### config.mk
export PLATFORM = sky130hd
export DESIGN_NAME = drive_cmd_arbiter
export DESIGN_NICKNAME = d
export VERILOG_FILES = /design/src/rtl/drive_cmd_arbiter_pkg.sv /design/src/rtl/drive_cmd_arbiter_out_stage.sv /design/src/rtl/drive_cmd_arbiter.sv
export SDC_FILE = /design/constraint.sdc
export NUM_CORES = 1
export LEC_CHECK = 0
export BUFFER_PORTS_ARGS = -buffer_cell sky130_fd_sc_hd__buf_2
export CORE_MARGIN = 2
export CORE_UTILIZATION = 45
export CTS_BUF_LIST = sky130_fd_sc_hd__clkbuf_2 sky130_fd_sc_hd__clkbuf_4 sky130_fd_sc_hd__clkbuf_8
export DETAILED_ROUTE_END_ITERATION = 10
export SYNTH_ARGS = -nofsm -noshare
export SYNTH_HDL_FRONTEND = slang
export SYNTH_SLANG_ARGS = --single-unit
### constraint.sdc
create_clock -name i_clk -period 3.2 [get_ports i_clk]
set_input_delay 0.64 -clock i_clk [delete_from_list [all_inputs] [get_ports i_clk]]
set_output_delay 0.64 -clock i_clk [all_outputs]
set_load 0.1 [all_outputs]
### src/rtl/drive_cmd_arbiter_pkg.sv
// Shared types and helpers for the motor drive command arbiter.
// Drive codes, ownership/FSM encoding and direction-family predicates.
package drive_cmd_arbiter_pkg;

  typedef enum logic [2:0] {
    CmdStop      = 3'd0,
    CmdFastLeft  = 3'd1,
    CmdLeft      = 3'd2,
    CmdStraight  = 3'd3,
    CmdRight     = 3'd4,
    CmdFastRight = 3'd5
  } drive_cmd_t;

  // Encoding doubles as the FSM state and the owner debug output.
  typedef enum logic [1:0] {
    OwnNone = 2'd0,
    OwnIr   = 2'd1,
    OwnVis  = 2'd2,
    OwnDead = 2'd3
  } owner_t;

  function automatic drive_cmd_t sanitize(input logic [2:0] code);
    return (code > 3'd5) ? CmdStop : drive_cmd_t'(code);
  endfunction

  function automatic logic is_left(input drive_cmd_t cmd);
    return (cmd == CmdFastLeft) || (cmd == CmdLeft);
  endfunction

  function automatic logic is_right(input drive_cmd_t cmd);
    return (cmd == CmdRight) || (cmd == CmdFastRight);
  endfunction

  function automatic logic is_reversal(input drive_cmd_t a, input drive_cmd_t b);
    return (is_left(a) && is_right(b)) || (is_right(a) && is_left(b));
  endfunction

endpackage

### src/rtl/drive_cmd_arbiter_out_stage.sv
// Valid/ready output slice: issues the current target whenever it differs from
// the last issued command and nothing is pending; the latest target always wins.
module drive_cmd_arbiter_out_stage
  import drive_cmd_arbiter_pkg::*;
(
  input  logic       i_clk,
  input  logic       i_reset,
  input  drive_cmd_t i_target,
  input  logic       i_ready,
  output logic       o_valid,
  output drive_cmd_t o_cmd,
  output drive_cmd_t o_last_sent
);

  logic       r_valid;
  drive_cmd_t r_cmd;

  // Target is sampled only at issue time, so intermediate targets are dropped.
  always_ff @(posedge i_clk or posedge i_reset) begin
    if (i_reset) begin
      r_valid <= 1'b0;
      r_cmd   <= CmdStop;
    end else if (r_valid) begin
      if (i_ready) r_valid <= 1'b0;
    end else if (i_target != r_cmd) begin
      r_valid <= 1'b1;
      r_cmd   <= i_target;
    end
  end

  assign o_valid     = r_valid;
  assign o_cmd       = r_cmd;
  assign o_last_sent = r_cmd;

endmodule

### src/rtl/drive_cmd_arbiter.sv
// Arbitrates the motor drive between IR remote and audio-armed vision tracking,
// inserting a Stop dead time on left/right reversals.
module drive_cmd_arbiter
  import drive_cmd_arbiter_pkg::*;
#(
  parameter int unsigned IR_HOLD     = 1000,
  parameter int unsigned VIS_TIMEOUT = 500,
  parameter int unsigned DEADTIME    = 16
) (
  input  logic       i_clk,
  input  logic       i_reset,
  input  logic       i_ir_valid,
  input  logic [2:0] i_ir_cmd,
  input  logic       i_vis_valid,
  input  logic [2:0] i_vis_cmd,
  input  logic       i_audio_arm,
  input  logic       i_out_ready,
  output logic       o_out_valid,
  output logic [2:0] o_out_cmd,
  output logic [1:0] o_owner
);

  localparam int unsigned MaxIv  = (IR_HOLD > VIS_TIMEOUT) ? IR_HOLD : VIS_TIMEOUT;
  localparam int unsigned MaxAll = (MaxIv > DEADTIME) ? MaxIv : DEADTIME;
  localparam int          CntW   = $clog2(MaxAll) + 1;

  localparam logic [CntW-1:0] IrHoldC = CntW'(IR_HOLD);
  localparam logic [CntW-1:0] VisToC  = CntW'(VIS_TIMEOUT);
  localparam logic [CntW-1:0] DeadC   = CntW'(DEADTIME);
  localparam logic [CntW-1:0] OneC    = CntW'(1);

  owner_t          r_state, w_state_nxt;
  owner_t          r_saved, w_saved_nxt;
  drive_cmd_t      r_ir_cmd, w_ir_cmd_nxt;
  drive_cmd_t      r_vis_cmd, w_vis_cmd_nxt;
  logic [CntW-1:0] r_cnt, w_cnt_nxt;
  logic [CntW-1:0] r_dead_cnt, w_dead_cnt_nxt;

  drive_cmd_t w_ir_cmd_s, w_vis_cmd_s;
  drive_cmd_t w_tgt_raw, w_tgt, w_last_sent, w_out_cmd;
  logic       w_rev;

  assign w_ir_cmd_s  = sanitize(i_ir_cmd);
  assign w_vis_cmd_s = sanitize(i_vis_cmd);

  always_comb begin
    w_tgt_raw = CmdStop;
    unique case (r_state)
      OwnIr:   w_tgt_raw = r_ir_cmd;
      OwnVis:  w_tgt_raw = (r_cnt == '0) ? CmdStop : r_vis_cmd;
      OwnNone: w_tgt_raw = CmdStop;
      OwnDead: w_tgt_raw = CmdStop;
    endcase
  end

  // A reversal holds Stop on the output this cycle and diverts the FSM into dead time.
  assign w_rev = ((r_state == OwnIr) || (r_state == OwnVis)) &&
                 is_reversal(w_tgt_raw, w_last_sent);
  assign w_tgt = w_rev ? CmdStop : w_tgt_raw;

  always_comb begin
    w_state_nxt    = r_state;
    w_saved_nxt    = r_saved;
    w_ir_cmd_nxt   = r_ir_cmd;
    w_vis_cmd_nxt  = r_vis_cmd;
    w_cnt_nxt      = r_cnt;
    w_dead_cnt_nxt = r_dead_cnt;
    unique case (r_state)
      OwnNone: begin
        if (i_ir_valid) begin
          w_state_nxt  = OwnIr;
          w_ir_cmd_nxt = w_ir_cmd_s;
          w_cnt_nxt    = IrHoldC;
        end else if (i_vis_valid && i_audio_arm) begin
          w_state_nxt   = OwnVis;
          w_vis_cmd_nxt = w_vis_cmd_s;
          w_cnt_nxt     = VisToC;
        end
      end
      OwnIr: begin
        if (i_ir_valid) begin
          w_ir_cmd_nxt = w_ir_cmd_s;
          w_cnt_nxt    = IrHoldC;
        end
        if (w_rev) begin
          w_state_nxt    = OwnDead;
          w_saved_nxt    = OwnIr;
          w_dead_cnt_nxt = DeadC;
        end else if (!i_ir_valid) begin
          if (r_cnt <= OneC) begin
            w_state_nxt = OwnNone;
            w_cnt_nxt   = '0;
          end else begin
            w_cnt_nxt = r_cnt - OneC;
          end
        end
      end
      OwnVis: begin
        if (i_ir_valid) begin
          w_state_nxt  = OwnIr;
          w_ir_cmd_nxt = w_ir_cmd_s;
          w_cnt_nxt    = IrHoldC;
        end else if (!i_audio_arm) begin
          w_state_nxt = OwnNone;
          w_cnt_nxt   = '0;
        end else begin
          if (i_vis_valid) begin
            w_vis_cmd_nxt = w_vis_cmd_s;
            w_cnt_nxt     = VisToC;
          end else if (!w_rev && (r_cnt != '0)) begin
            w_cnt_nxt = r_cnt - OneC;
          end
          if (w_rev) begin
            w_state_nxt    = OwnDead;
            w_saved_nxt    = OwnVis;
            w_dead_cnt_nxt = DeadC;
          end
        end
      end
      OwnDead: begin
        // IR still steers the post-dead-time target without extending the dead time.
        if (i_ir_valid) begin
          w_ir_cmd_nxt = w_ir_cmd_s;
          w_cnt_nxt    = IrHoldC;
          w_saved_nxt  = OwnIr;
        end
        if (r_dead_cnt <= OneC) begin
          w_dead_cnt_nxt = '0;
          w_state_nxt    = i_ir_valid ? OwnIr : r_saved;
        end else begin
          w_dead_cnt_nxt = r_dead_cnt - OneC;
        end
      end
    endcase
  end

  always_ff @(posedge i_clk or posedge i_reset) begin
    if (i_reset) begin
      r_state    <= OwnNone;
      r_saved    <= OwnNone;
      r_ir_cmd   <= CmdStop;
      r_vis_cmd  <= CmdStop;
      r_cnt      <= '0;
      r_dead_cnt <= '0;
    end else begin
      r_state    <= w_state_nxt;
      r_saved    <= w_saved_nxt;
      r_ir_cmd   <= w_ir_cmd_nxt;
      r_vis_cmd  <= w_vis_cmd_nxt;
      r_cnt      <= w_cnt_nxt;
      r_dead_cnt <= w_dead_cnt_nxt;
    end
  end

  drive_cmd_arbiter_out_stage u_out_stage (
    .i_clk       (i_clk),
    .i_reset     (i_reset),
    .i_target    (w_tgt),
    .i_ready     (i_out_ready),
    .o_valid     (o_out_valid),
    .o_cmd       (w_out_cmd),
    .o_last_sent (w_last_sent)
  );

  assign o_out_cmd = w_out_cmd;
  assign o_owner   = r_state;

endmodule

==> results of run 1 <==
-- per-stage QoR --
stage               hold slack [ns]  std cells
finish                        0.452        412
global route                  0.499        412
CTS                           0.466        412
detailed placement            0.483        404
global placement              0.491        404
floorplan                     0.459        321
-- report_power, final --
| part | internal, uW | switching (uW) |
|---|---|---|
| clock network | 172 | 169 |
| registers | 623 | 223 |
| logic | 665 | 1120 |
-- final cells by class --
type                       instances  area (um^2)  area share (%)
inverter                          21         78.8            2.64
tap                               75         93.8            3.14
clock inverter                     2         10.0           0.335
timing repair buffer              26          153            5.12
sequential                        36          901            30.2
multi-input combinational        246         1670            55.8
clock buffer                       6         82.6            2.77
-- registers in the layout (all words and copies together) (netlist names) --
name                 flops
o_owner                  2
r_cnt                   11
r_dead_cnt              11
r_ir_cmd                 3
r_saved                  2
r_vis_cmd                3
u_out_stage.o_cmd        3
u_out_stage.o_valid      1
-- worst paths after layout --
kind | cells past startpoint | end | slack (ns) | start
max in group asynchronous | 3 | u_out_stage.o_valid | 2.41 | i_reset
worst max register to register | 7 | r_cnt[3] | 0.24 | r_cnt[2]
worst min-delay path | 3 | r_dead_cnt[3] | 0.45 | i_reset
worst max-delay path | 7 | r_cnt[3] | 0.24 | r_cnt[2]
min in group i_clk | 1 | r_saved[1] | 0.51 | r_saved[1]
worst min register to register | 1 | r_saved[1] | 0.51 | r_saved[1]
-- cells in the final DEF (no fill, tap or decap), drive strengths merged, types with 3 or more instances in the layout --
master / count
a2111oi: 3
a211oi: 3
a21oi: 17
a221oi: 5
a2bb2oi: 3
and3: 4
buf: 26
clkbuf: 6
dfrtp: 36
ha: 10
inv: 21
mux2: 3
nand2: 32
nand3: 7
nand3b: 3
nor2: 25
nor3: 13
nor4: 5
o21a: 6
o21ai: 38
o22ai: 5
o2bb2ai: 3
o31a: 3
o31ai: 13
or2: 4
or3: 6
or4: 5
xnor2: 5
xor2: 3
-- layer usage --
| layer | up-vias | wire, um |
|---|---|---|
| li1 | 1209 | - |
| met1 | 1149 | 3090 |
| met2 | 54 | 3280 |
| met3 | 11 | 277 |
| met4 | 0 | 87 |
| met5 | - | 0 |
-- logic make-up (layout without fill, tap and decap cells) --
| kind of cell | Yosys count | in the layout |
|---|---|---|
| multiplexers | 4 | 4 |
| AND/OR/NAND/NOR | 111 | 111 |
| XOR/XNOR | 8 | 8 |
| buffers and inverters | 39 | 55 |
| adder cells (fa/ha/maj) | 10 | 10 |
| AO/OA/AOI/OAI | 113 | 113 |
| flip-flops | 36 | 36 |
-- worst max-delay path, delay by kind of cell (launching register included) --
family,cells,cell delay (ns)
DFF,1,0.47
AOI/OAI and AO/OA,5,1.43
and+or+nand+nor,2,0.95
==> impl_metrics.json, run 1 <==
{
  "grtUsageMet3_pct": 3.74,
  "synthMuxAreaShare_pct": 1.74,
  "synth_top_family_by_area": "compound AO/OA/AOI/OAI gates",
  "slew_viol_final": 0,
  "synth_seq_cells": 36,
  "start_util_pct": 46.5,
  "cts_sinks": 36,
  "powerDensity_nw_per_um2": 996,
  "hold_buffers": 0,
  "tightestPinTransition_ns": 0.717,
  "dieArea_um2": 6730,
  "totalPowerFinal_uw": 2970,
  "first_pass_iters": 4,
  "final_util_pct": 50.7,
  "crit_arrival_ns": 3.14,
  "yosys_warnings": 0,
  "antenna_found_initial": 0,
  "gr-total-overflow": 0,
  "setup-tns-final_ns": 0,
  "ys.flop_type": "dfrtp_1",
  "peakVddDrop_mv": 0.580,
  "worstPathMaxFanout": 11,
  "synth_fa_ha_area_share_pct": 4.57,
  "end_kind": "flip-flop",
  "totalWireLength_mm": 6.73,
  "synth_edf_count": 0,
  "clk_latency_ns": 0.29,
  "clk_pin_slew_ns": 0.07,
  "hold_violations": 0,
  "yosysTopAreaCell": "dfrtp_1",
  "diodes": 0,
  "setup_viol": 0,
  "syn-num-nets": 343,
  "post-route-min-period_ns": 2.96,
  "drtIter0Drc": 199,
  "avgSynthCellArea_um2": 8.53,
  "synth_common_cells": "dfrtp_1, nand2_1, o21ai_0",
  "numPortBuffers": 17,
  "gr-usage-met2_pct": 37.6,
  "grt_max_degree": 37,
  "setup_slack_ns": 0.242,
  "synth-seq-area-share_pct": 32.9,
  "fp.dieH_um": 82.0,
  "post_cts_resize_count": 0,
  "drive_gt1_share_pct": 17.8,
  "pre_cts_slack_ns": 0.290,
  "yosysMostFrequentCell": "dfrtp_1",
  "worst_setup_path_start_kind": "flip-flop",
  "crit_type": "reg2reg",
  "cts_tree": "done",
  "yosys.area_share.simple_pct": 20.8,
  "rows": 28,
  "busiest_layer": "met2",
  "die_w_um": 82.0,
  "crit_chain": "or4_4 > nor3_4 > o31ai_2 > o2bb2ai_4 > o211ai_2 > o21ai_1 > a221o_1",
  "maxCapViolations": 0,
  "viasPerCell": 5.88,
  "outcome": "complete, no violations",
  "clockBufferDepth": 2,
  "num_vias": 2423,
  "synth_top_area_share_pct": 32.9,
  "cp_slowest_cell": "or4_4",
  "placed_area_um2": 2890,
  "power_leakage_uw": 0.00127,
  "grtUsageMet1_pct": 27.5,
  "synthCells": 321,
  "drc": 0,
  "numCtsBuffers": 5,
  "post-cts-setup-buffer-count": 0,
  "core_um2": 5890,
  "globalplace.congestion": 0.824,
  "grt.total_usage_pct": 21.8,
  "syn_area_um2": 2740,
  "critPathRequiredTime_ns": 3.38,
  "ant_nets": 0,
  "routedWlPerCell_um": 16.3,
  "nFillCells": 574,
  "cts_root_buf": "clkbuf_8",
  "finalClockSkew_ns": 0.00938,
  "nets": 358,
  "final.period_utilization_pct": 92.4,
  "area_growth_pct": 8.95,
  "grt_pass1_vias": 2388,
  "ios": 18,
  "dpl.hpwl_mm": 4.86,
  "worst_slew_margin_rel_pct": 51.8,
  "synth_compound_area_share_pct": 31.1,
  "grt_pass1_wl_mm": 11.3,
  "fmax_ghz": 0.338,
  "design_area_um2": 2980,
  "synth-xor-area-share_pct": 2.56,
  "ys_async_sr_fraction_pct": 100,
  "grt_setup_unrepaired": "no",
  "critPathMaxStageDelay_ns": 0.59,
  "hold_path_class": "in2async",
  "synth_cell_types": 64,
  "h-tree-depth": 2,
  "synth_area_leaders": "dfrtp_1, o21ai_0, ha_1, nand2_1, nor2_1"
}
No activity file was read; power rests on OpenSTA's default activity.
==> run 2, diff against run 1 <==
==> constraint.sdc (replaced) <==
create_clock -name i_clk -period 3.2 [get_ports i_clk]
set_input_delay 0.96 -clock i_clk [delete_from_list [all_inputs] [get_ports i_clk]]
set_output_delay 0.96 -clock i_clk [all_outputs]
set_load 0.1 [all_outputs]
==> run 2 against run 1 <==
Compared with the run above:
- clock skew shrank 0.0013 ns
- hold slack gained 0.065 ns
- power grew 3.5%
- clock power grew 22%
- worst setup slack gained 0.13 ns
- fmax grew 4.5%
- highest routed layer unchanged
==> impl_metrics.json, run 2 (synthesis gave the netlist of run 1 again) <==
{
  "diodes": 0,
  "numCtsBuffers": 5,
  "finalClockSkew_ns": 0.00812,
  "first_pass_iters": 5,
  "pre_cts_slack_ns": 0.421,
  "final.period_utilization_pct": 88.5,
  "hold_path_class": "reg2reg",
  "setup_viol": 0,
  "setup_slack_ns": 0.369,
  "grt.total_usage_pct": 22.6,
  "setup-tns-final_ns": 0,
  "antenna_found_initial": 0,
  "seqCellArea_um2": 901,
  "dpl.hpwl_mm": 5.05,
  "worst_setup_path_start_kind": "flip-flop",
  "post-cts-setup-buffer-count": 0,
  "design_area_um2": 3020,
  "placed_area_um2": 2910,
  "post_cts_resize_count": 0,
  "drtIter0Drc": 182,
  "globalplace.congestion": 0.873,
  "routedWlPerCell_um": 16.7,
  "start_util_pct": 46.5,
  "reg_top3": "r_cnt x11, r_dead_cnt x11",
  "final_cell_mix": "dfrtp_1, nand2_1, o21ai_0",
  "grt_pass1_vias": 2344,
  "met2_length_mm": 3.22,
  "num_vias": 2509,
  "area_growth_pct": 10.2,
  "reg2reg_slack_ns": 0.37,
  "placed_cells": 406,
  "highest_layer": "met4",
  "drc": 0,
  "drive_gt1_share_pct": 18.3,
  "worstPathMaxFanout": 17,
  "rows": 28,
  "worst_slew_margin_rel_pct": 55.8,
  "nets": 360,
  "cts_sinks": 36,
  "hold_buffers": 0,
  "tightestPinTransition_ns": 0.663,
  "multi_input_area_um2": 1670,
  "totalWireLength_mm": 6.91,
  "cts_root_buf": "clkbuf_8",
  "core_um2": 5890,
  "gr-total-overflow": 0,
  "post-route-min-period_ns": 2.83,
  "numPortBuffers": 17,
  "ios": 18,
  "viasPerCell": 6.06,
  "ant_nets": 0,
  "maxCapViolations": 0,
  "nFillCells": 572,
  "dieArea_um2": 6730,
  "powerDensity_nw_per_um2": 1020,
  "clockBufferDepth": 2,
  "grt_setup_unrepaired": "no",
  "dr_wl_met3_um": 465,
  "grt_pass1_wl_mm": 11.6,
  "peakVddDrop_mv": 0.613,
  "hold_violations": 0,
  "crit_type": "reg2reg",
  "power_leakage_uw": 0.00129,
  "m1WireLength_mm": 3.11,
  "critPathRequiredTime_ns": 3.40,
  "slew_viol_final": 0,
  "outcome": "complete, no violations",
  "cts_tree": "done",
  "end_kind": "flip-flop",
  "final_common_cell": "dfrtp_1",
  "clk_pin_slew_ns": 0.08,
  "grt_max_degree": 23,
  "fmax_ghz": 0.353,
  "clk_latency_ns": 0.30,
  "stdcell_count": 414,
  "crit_arrival_ns": 3.03,
  "fp.dieH_um": 82.0,
  "die_w_um": 82.0,
  "totalPowerFinal_uw": 3070,
  "h-tree-depth": 2
}
[run 2: changes by cell type in the layout (fill, tap and decap cells not counted)]
cell,previous run,this run
buf_4,9,11
bufinv_16,0,1
clkbuf_8,6,5
clkinv_2,2,1
clkinvlp_4,0,1
[run 2: worst paths after layout]
kind                          startpoint             to  depth (start not counted)
hold / removal             r_dead_cnt[9]  r_dead_cnt[9]                          2
min in group asynchronous        i_reset    r_ir_cmd[2]                          2
setup reg to reg                r_cnt[2]       r_cnt[8]                          8
max in group asynchronous        i_reset       r_cnt[9]                          3
setup / recovery                r_cnt[2]       r_cnt[8]                          8
hold reg to reg            r_dead_cnt[9]  r_dead_cnt[9]                          2
[run 2: layer usage]
| metal | track usage [%] | vias to the layer above |
|---|---|---|
| met3 | 4.40 | 9 |
| met1 | 30.0 | 1204 |
| met5 | 0 | - |
| met2 | 36.8 | 86 |
| li1 | - | 1210 |
| met4 | 7.33 | 0 |
[run 2: cell type report]
cell class	count	share of cell area [%]
Clock buffer	5	2.28
Clock inverter	3	1.41
Inverter	21	2.61
Multi-Input combinational cell	246	55.2
Sequential cell	36	29.9
Tap cell	75	3.11
Timing Repair Buffer	28	5.56
[run 2: power by group]
group,total [uW],leakage [uW],switching (uW),internal [uW]
registers,846,0.000457,223,623
clock network,417,0.0000541,186,231
logic,1810,0.000776,1140,672
[run 2: per-stage QoR]
| stage | hold slack [ns] | utilization, % |
|---|---|---|
| 2_1_floorplan | 0.459 | - |
| 3_3_place_gp | 0.481 | 49.4 |
| 3_5_place_dp | 0.498 | 49.4 |
| 4_1_cts | 0.519 | 51.3 |
| 5_1_grt | 0.536 | 51.3 |
| 6_report | 0.516 | 51.3 |
[run 2: worst max-delay path, cell delays in order (launching register included)]
cell and delay, ns:
dfrtp_1 0.48, or4_4 0.60, nor3_4 0.35, o21ai_2 0.16, o2bb2ai_4 0.42, o211ai_2 0.15, buf_4 0.19, and3_4 0.16
a211oi_1 0.22
